[src/rtl/irq_sequencer.sv]
// irq_sequencer: synchronises and latches external IRQ lines, arbitrates them by
// fixed priority (index 0 highest), redirects the pipeline on a safe cycle and
// sequences the mret return to the interrupted code.
module irq_sequencer #(
    parameter int                NUM_IRQ    = 4,
    parameter int                XLEN       = 32,
    parameter logic [XLEN-1:0]   VEC_BASE   = 32'h0000_0100,
    parameter int                VEC_STRIDE = 4
) (
    input  logic               clk,
    input  logic               rst_n,
    input  logic [NUM_IRQ-1:0] irq_i,
    input  logic [NUM_IRQ-1:0] irq_en_i,
    input  logic               global_en_i,
    input  logic               Valid_E,
    input  logic [XLEN-1:0]    PC_E,
    input  logic               PCSrc_E,
    input  logic               Stall_D,
    input  logic               mret_E,
    output logic               interrupt_o,
    output logic [XLEN-1:0]    vector_o,
    output logic               ret_o,
    output logic [XLEN-1:0]    ret_pc_o,
    output logic [XLEN-1:0]    mcause_o,
    output logic               in_service_o,
    output logic [NUM_IRQ-1:0] irq_ack_o
);

    localparam int IDX_W = (NUM_IRQ > 1) ? $clog2(NUM_IRQ) : 1;

    typedef enum logic [1:0] {
        IDLE    = 2'd0,
        PEND    = 2'd1,
        SERVICE = 2'd2
    } state_t;

    state_t             r_state;
    state_t             w_state_nxt;
    logic [NUM_IRQ-1:0] r_sync1;
    logic [NUM_IRQ-1:0] r_sync2;
    logic [NUM_IRQ-1:0] r_sync3;
    logic [NUM_IRQ-1:0] r_pending;
    logic [XLEN-1:0]    r_mepc;
    logic [XLEN-1:0]    r_mcause;
    logic [NUM_IRQ-1:0] w_rise;
    logic [NUM_IRQ-1:0] w_req;
    logic [NUM_IRQ-1:0] w_sel_oh;
    logic [IDX_W-1:0]   w_sel;
    logic               w_safe;
    logic               w_take;
    logic               w_ret;

    // A line counts only on a synchronised low-to-high transition; level-high is ignored.
    assign w_rise = r_sync2 & ~r_sync3;
    assign w_req  = r_pending & irq_en_i;
    // A redirected or stalled Execute slot, a bubble, or an mret cannot carry the trap.
    assign w_safe = Valid_E & ~PCSrc_E & ~Stall_D & ~mret_E;

    // Fixed-priority pick: scanning downward leaves the lowest requesting index.
    always_comb begin
        w_sel = '0;
        for (int i = NUM_IRQ - 1; i >= 0; i--) begin
            if (w_req[i]) begin
                w_sel = IDX_W'(i);
            end
        end
    end

    assign w_sel_oh = NUM_IRQ'(1) << w_sel;

    // State register.
    always_ff @(posedge clk or negedge rst_n) begin
        if (!rst_n) begin
            r_state <= IDLE;
        end else begin
            r_state <= w_state_nxt;
        end
    end

    // Next state and Mealy take/return pulses.
    always_comb begin
        w_state_nxt  = r_state;
        w_take       = 1'b0;
        w_ret        = 1'b0;
        in_service_o = 1'b0;
        unique case (r_state)
            IDLE: begin
                if (|w_req && global_en_i) begin
                    w_state_nxt = PEND;
                end
            end
            PEND: begin
                if (!global_en_i || !(|w_req)) begin
                    w_state_nxt = IDLE;
                end else if (w_safe) begin
                    w_take      = 1'b1;
                    w_state_nxt = SERVICE;
                end
            end
            SERVICE: begin
                in_service_o = 1'b1;
                if (mret_E && !PCSrc_E) begin
                    w_ret       = 1'b1;
                    w_state_nxt = IDLE;
                end
            end
            default: w_state_nxt = IDLE;
        endcase
    end

    // Synchroniser chain, pending latch (a fresh edge beats the ack clear), trap context capture.
    always_ff @(posedge clk or negedge rst_n) begin
        if (!rst_n) begin
            r_sync1   <= '0;
            r_sync2   <= '0;
            r_sync3   <= '0;
            r_pending <= '0;
            r_mepc    <= '0;
            r_mcause  <= '0;
        end else begin
            r_sync1   <= irq_i;
            r_sync2   <= r_sync1;
            r_sync3   <= r_sync2;
            r_pending <= (r_pending & ~(w_take ? w_sel_oh : '0)) | w_rise;
            if (w_take) begin
                r_mepc   <= PC_E;
                r_mcause <= {1'b1, {(XLEN-1){1'b0}}} | XLEN'(w_sel);
            end
        end
    end

    assign interrupt_o = w_take;
    assign vector_o    = w_take ? (VEC_BASE + XLEN'(w_sel) * XLEN'(VEC_STRIDE)) : '0;
    assign irq_ack_o   = w_take ? w_sel_oh : '0;
    assign ret_o       = w_ret;
    assign ret_pc_o    = r_mepc;
    assign mcause_o    = r_mcause;

endmodule

[config.mk]
export PLATFORM = sky130hd
export DESIGN_NAME = irq_sequencer
export DESIGN_NICKNAME = d
export VERILOG_FILES = /design/src/rtl/irq_sequencer.sv
export SDC_FILE = /design/constraint.sdc
export NUM_CORES = 1
export LEC_CHECK = 0
export CORE_MARGIN = 3
export CORE_UTILIZATION = 37
export DETAILED_ROUTE_END_ITERATION = 8
export PLACE_DENSITY = 0.8
export SLEW_MARGIN = 30
export SYNTH_ARGS = -nofsm -noshare
export SYNTH_HDL_FRONTEND = slang
export SYNTH_SLANG_ARGS = --single-unit
[constraint.sdc]
create_clock -name clk -period 2.2 [get_ports clk]
set_input_delay 0.22 -clock clk [delete_from_list [all_inputs] [get_ports clk]]
set_output_delay 0.22 -clock clk [all_outputs]
set_load 0.03 [all_outputs]
# Yosys cells after proc, flatten, opt, wreduce, memory -nomap -nowiden
# Index checks and enable logic that the tools add are counted.
# classes
add_sub_neg	1
n_eq_ne	5
shifts	1
n_mux	17
bitwise	12
n_reduce_logical	9
# ops
operator	count
two-way mux 2 bit	8
AND 4 bit	3
adder 9 x 4 -> 10 bit, first input constant	1
two-way mux 10 bit	1
inverter 4 bit	2
two-way mux 1 bit	6
case mux 2 bit (3 select lines)	1
two-way mux 4 bit	1
inequality test 2 bit, second input constant	2
OR 4 bit	1
OR reduction 4 bit	1
<< shifter 1 x 2 -> 4 bit, first input constant	1
AND 1 bit	3
zero test 1 bit	3
inequality test 3 bit, second input constant	1
inverter 1 bit	3
AND reduction 3 bit	1
equality test 2 x 1 -> 1 bit, second input constant	1
equality test 2 bit, second input constant	1
logical AND 1 bit	2
zero test 2 bit	1
logical OR 1 bit	1
# word_totals
regBits	53
out_inout_bits	103
elab_cells	52

# Longest topological paths before layout
# depth
depth_word	11
ltp_mapped	5
mapped_depth_nobuf	5

# Worst setup path before layout
# No wires, ideal clock.
# synth_timing
path_kind	reg2out
startpoint	register r_state[1]
endpoint	output irq_ack_o[1]
t_arrival_ns	1.726
t_required_ns	1.980
slack_ns	0.254
stages_incl_launch_ff	5
path_buffers	1
cell_sequence	dfrtp_1 > and4bb_2 > o211ai_4 > buf_4 > nor3b_1
# synth_between
elab_chain_len	3
# synth_rtl
element	line	source
start, declared	37	state_t r_state;
start signal, assigned	76	r_state <= w_state_nxt;
equality test 2 x 1 -> 1 bit	86	unique case (r_state)
two-way mux 1 bit	86	
two-way mux 4 bit	134	assign irq_ack_o = w_take ? w_sel_oh : '0;
end, declared	26	output logic [NUM_IRQ-1:0] irq_ack_o
# No other way between the ends.

# Worst setup path after layout
# layout_timing
startpoint	input PCSrc_E
endpoint	output irq_ack_o[3]
# layout_between
elab_chain_len	8
# layout_rtl
element	line	source
start, declared	17	input logic PCSrc_E,
inverter 1 bit	57	assign w_safe = Valid_E & ~PCSrc_E & ~Stall_D & ~mret_E;
AND 1 bit (3 in series)	57	
two-way mux 1 bit	95	end else if (w_safe) begin
two-way mux 1 bit	93	if (!global_en_i || !(|w_req)) begin
two-way mux 1 bit	86	
two-way mux 4 bit	134	
# No other way between the ends.

==> metrics.cfg <==
[route]
viasPerCell=4.20
routed_wl_um=5010
drt_first_pass_iters=3
vias=1562
antenna_left=0
drc=0
wl_per_cell_um=13.5
drtIter0Drc=47

[logic_synthesis]
yosysMostFrequentCell=buf_4
ys_seq_area_frac=0.539
yosysTopAreaCellShare=0.539
synth_cell_types=25
synthTopCellsByArea=dfrtp_1 54%, buf_4 18%, mux2_2 15%
synthFlopType=dfrtp_1
synth_edf_count=0
async_flop_share=1.00
syn_area_um2=2460
syn-instance-count=197
synthTopCellsByCount=60 x buf_4, 53 x dfrtp_1, 32 x mux2_2
synth.avg_cell_area_um2=12.5
synth_largest_area_cell=dfrtp_1
ys_seq_elements=53
yosysWarnings=0

[finish]
area_growth_pct=37.1
antennaDiodeCount=0
postLayoutCoreUtil=0.528
nets=341
design_area_um2=3370
fillers=546
layout.cells.non_filler=372
drive_gt1_frac=0.190

[clocking]
cts_tree=yes
clockBufferDepth=2
clock_latency_ns=0.30
clk_pin_slew_ns=0.09
clock-sinks=53
root_buffer=clkbuf_8
htreeDepth=2
post_cts_buffers=0
cts_made_buffers=5

[die]
start_util=0.385
dieArea_um2=7670
design.core.area_um2=6390
die_w_um=87.6
dieHeight_um=87.6
fp-row-count=29
io_pins=150

[timing]
skew_ns=0.00521
rsz0062_at_grt=no
fin_crit_ns=1.98
finalSetupViolations=0
finalCritPeriodShare=0.898
tightest_slew_ns=0.585
setup-tns-final_ns=0
relSlewSlack=0.610
timing.fmax_mhz=506
drv_slew=0
hold_viol=0

[power_and_ir_drop]
p_comb_frac=0.315
peakVddDrop_mv=0.639
p_per_area_nw_per_um2=832
power_frac_clock=0.267
switchingPower_w=0.000882
switching_share=0.314
p_int_w=0.00192
p_seq_frac=0.418
leakage_nw=1.66

[worst_setup_path]
cp-end-kind=primary output
slowest_stage=clkdlybuf4s50_1
cp-start-kind=input port
crit_required_ns=1.98
r2r-start=r_pending[2]$_DFF_PN0_
cp_max_fo=4
ff2ff_path_depth=4
worstSetupPathType=input port to primary output
r2r_end=ret_pc_o[14]$_DFFE_PN0P_
crit_chain=clkdlybuf4s50_1 > nor3b_4 > nand4_1 > inv_1 > nand3_1 > inv_1 > buf_4
reg2reg_slack_ns=0.45
critPathMaxStageDelay_ns=0.49
crit_top_cell=inv_1
arrival_ns=1.76

[global_routing]
first_global_vias=1598
antenna_found_initial=0
globalRouteOverflowTotal=0
grt_max_degree=27
grt_usage=0.132
grt_pass1_wl_um=7680

[hold_path]
whs_endpoint=r_sync2[1]$_DFF_PN0_
holdPathStages=0
worstHoldStart=r_sync1[1]$_DFF_PN0_
min_path_type=register to register

[placed_design]
gp_congestion=0.889
placed_cell_area_um2=3230
dp_cells=363
post-dp-hpwl_um=4120
io_buffers=91

[run]
drv_cap=0

[run_status]
outcome=completed

==> flip-flops by register name, indices dropped and copies added, names as in the netlist <==
| register | flops |
|---|---|
| mcause_o | 3 |
| r_pending | 4 |
| r_state | 2 |
| r_sync1 | 4 |
| r_sync2 | 4 |
| r_sync3 | 4 |
| ret_pc_o | 32 |
==> final cells by class <==
type | instances | area, um2 | area share
flip-flops and latches | 53 | 1330 | 0.393
clock buffers | 5 | 68.8 | 0.0204
inverters | 9 | 33.8 | 0.0100
multi-input cells | 129 | 831 | 0.246
clock inverters | 3 | 65.1 | 0.0193
repair buffers | 96 | 953 | 0.283
well taps | 77 | 96.3 | 0.0286
==> critical path: cells and delay by family <==
kind / cells / cell delay, ns
buffers and inverters: 4 / 0.85
AND/OR/NAND/NOR: 3 / 0.69
==> per-layer routing <==
metal  track usage  routed length, um  vias up
met3        0.0734                729        5
li1              -                  -      725
met4        0.0418                 63        0
met2         0.227               2470      105
met5             0                  0        -
met1         0.139               1750      727
==> cells by family (layout without fill, tap and decap cells) <==
kind of cell           Yosys count  in the layout  share of synthesized area
muxes                           32             32                      0.146
other                            1             58                    0.00152
buffers and inverters           72            113                      0.210
AOI/OAI and AO/OA               15             15                     0.0458
and+or+nand+nor                 24             24                     0.0569
DFF                             53             53                      0.539
==> power by group through the flow <==
stage	registers, W	clock network, W	logic (W)
4_1_cts	0.00118	0.000780	0.000892
3_5_place_dp	0.00119	0	0.000887
6_report	0.00117	0.000749	0.000884
5_1_grt	0.00119	0.000816	0.000937
2_1_floorplan	0.00143	0	0.000335
3_3_place_gp	0.00119	0	0.000877
==> what timing repair did <==
| item | 4_1_cts | 5_1_grt |
|---|---|---|
| hold buffers | 1 | 0 |
| endpoints found under the setup margin | 0 | 1 |
| endpoints found under the hold margin | 24 | 0 |
| gates resized for setup | 0 | 1 |
==> through the flow <==
step	hold WS, ns	power, W	worst slack (ns)
2_1_floorplan	-0.0756	0.00176	0.254
3_3_place_gp	0.246	0.00206	0.170
3_5_place_dp	0.254	0.00208	0.201
4_1_cts	0.345	0.00285	0.0795
5_1_grt	0.333	0.00294	0.0721
6_report	0.349	0.00281	0.224
==> how the worst max path moves through the flow <==
stage | start | endpoint | cells past startpoint
3_3_place_gp | mret_E | ret_o | 4
6_report | PCSrc_E | irq_ack_o[3] | 7
2_1_floorplan | r_state[1]$_DFFE_PN0P_ | irq_ack_o[1] | 4
3_5_place_dp | irq_en_i[0] | ret_pc_o[14]$_DFFE_PN0P_ | 5
5_1_grt | PCSrc_E | irq_ack_o[3] | 7
4_1_cts | r_state[0]$_DFFE_PN0P_ | ret_o | 3
==> cell usage in the layout (no fill, tap or decap) <==
cell type and instances:
clkbuf_8 5, and4bb_2 1, dlymetal6s2s_1 1, dlygate4sd3_1 1, o211ai_4 1, a22o_1 3, a21oi_1 1, clkinv_2 1
clkdlybuf4s50_1 81, a32o_1 1, nand2_1 11, mux2_2 32, nand4_1 1, nand3_1 1, nand2b_1 1, conb_1 58
o22ai_1 1, and3b_1 1, dfrtp_1 53, buf_2 1, o21ai_0 6, nor2b_1 1, nor4b_1 1, a22oi_1 1
a31oi_1 1, buf_4 10, bufinv_16 2, nor3b_4 1, buf_12 2, nor2_1 3, nor3b_1 2, inv_1 9
Power figures use the tool's default switching activity.
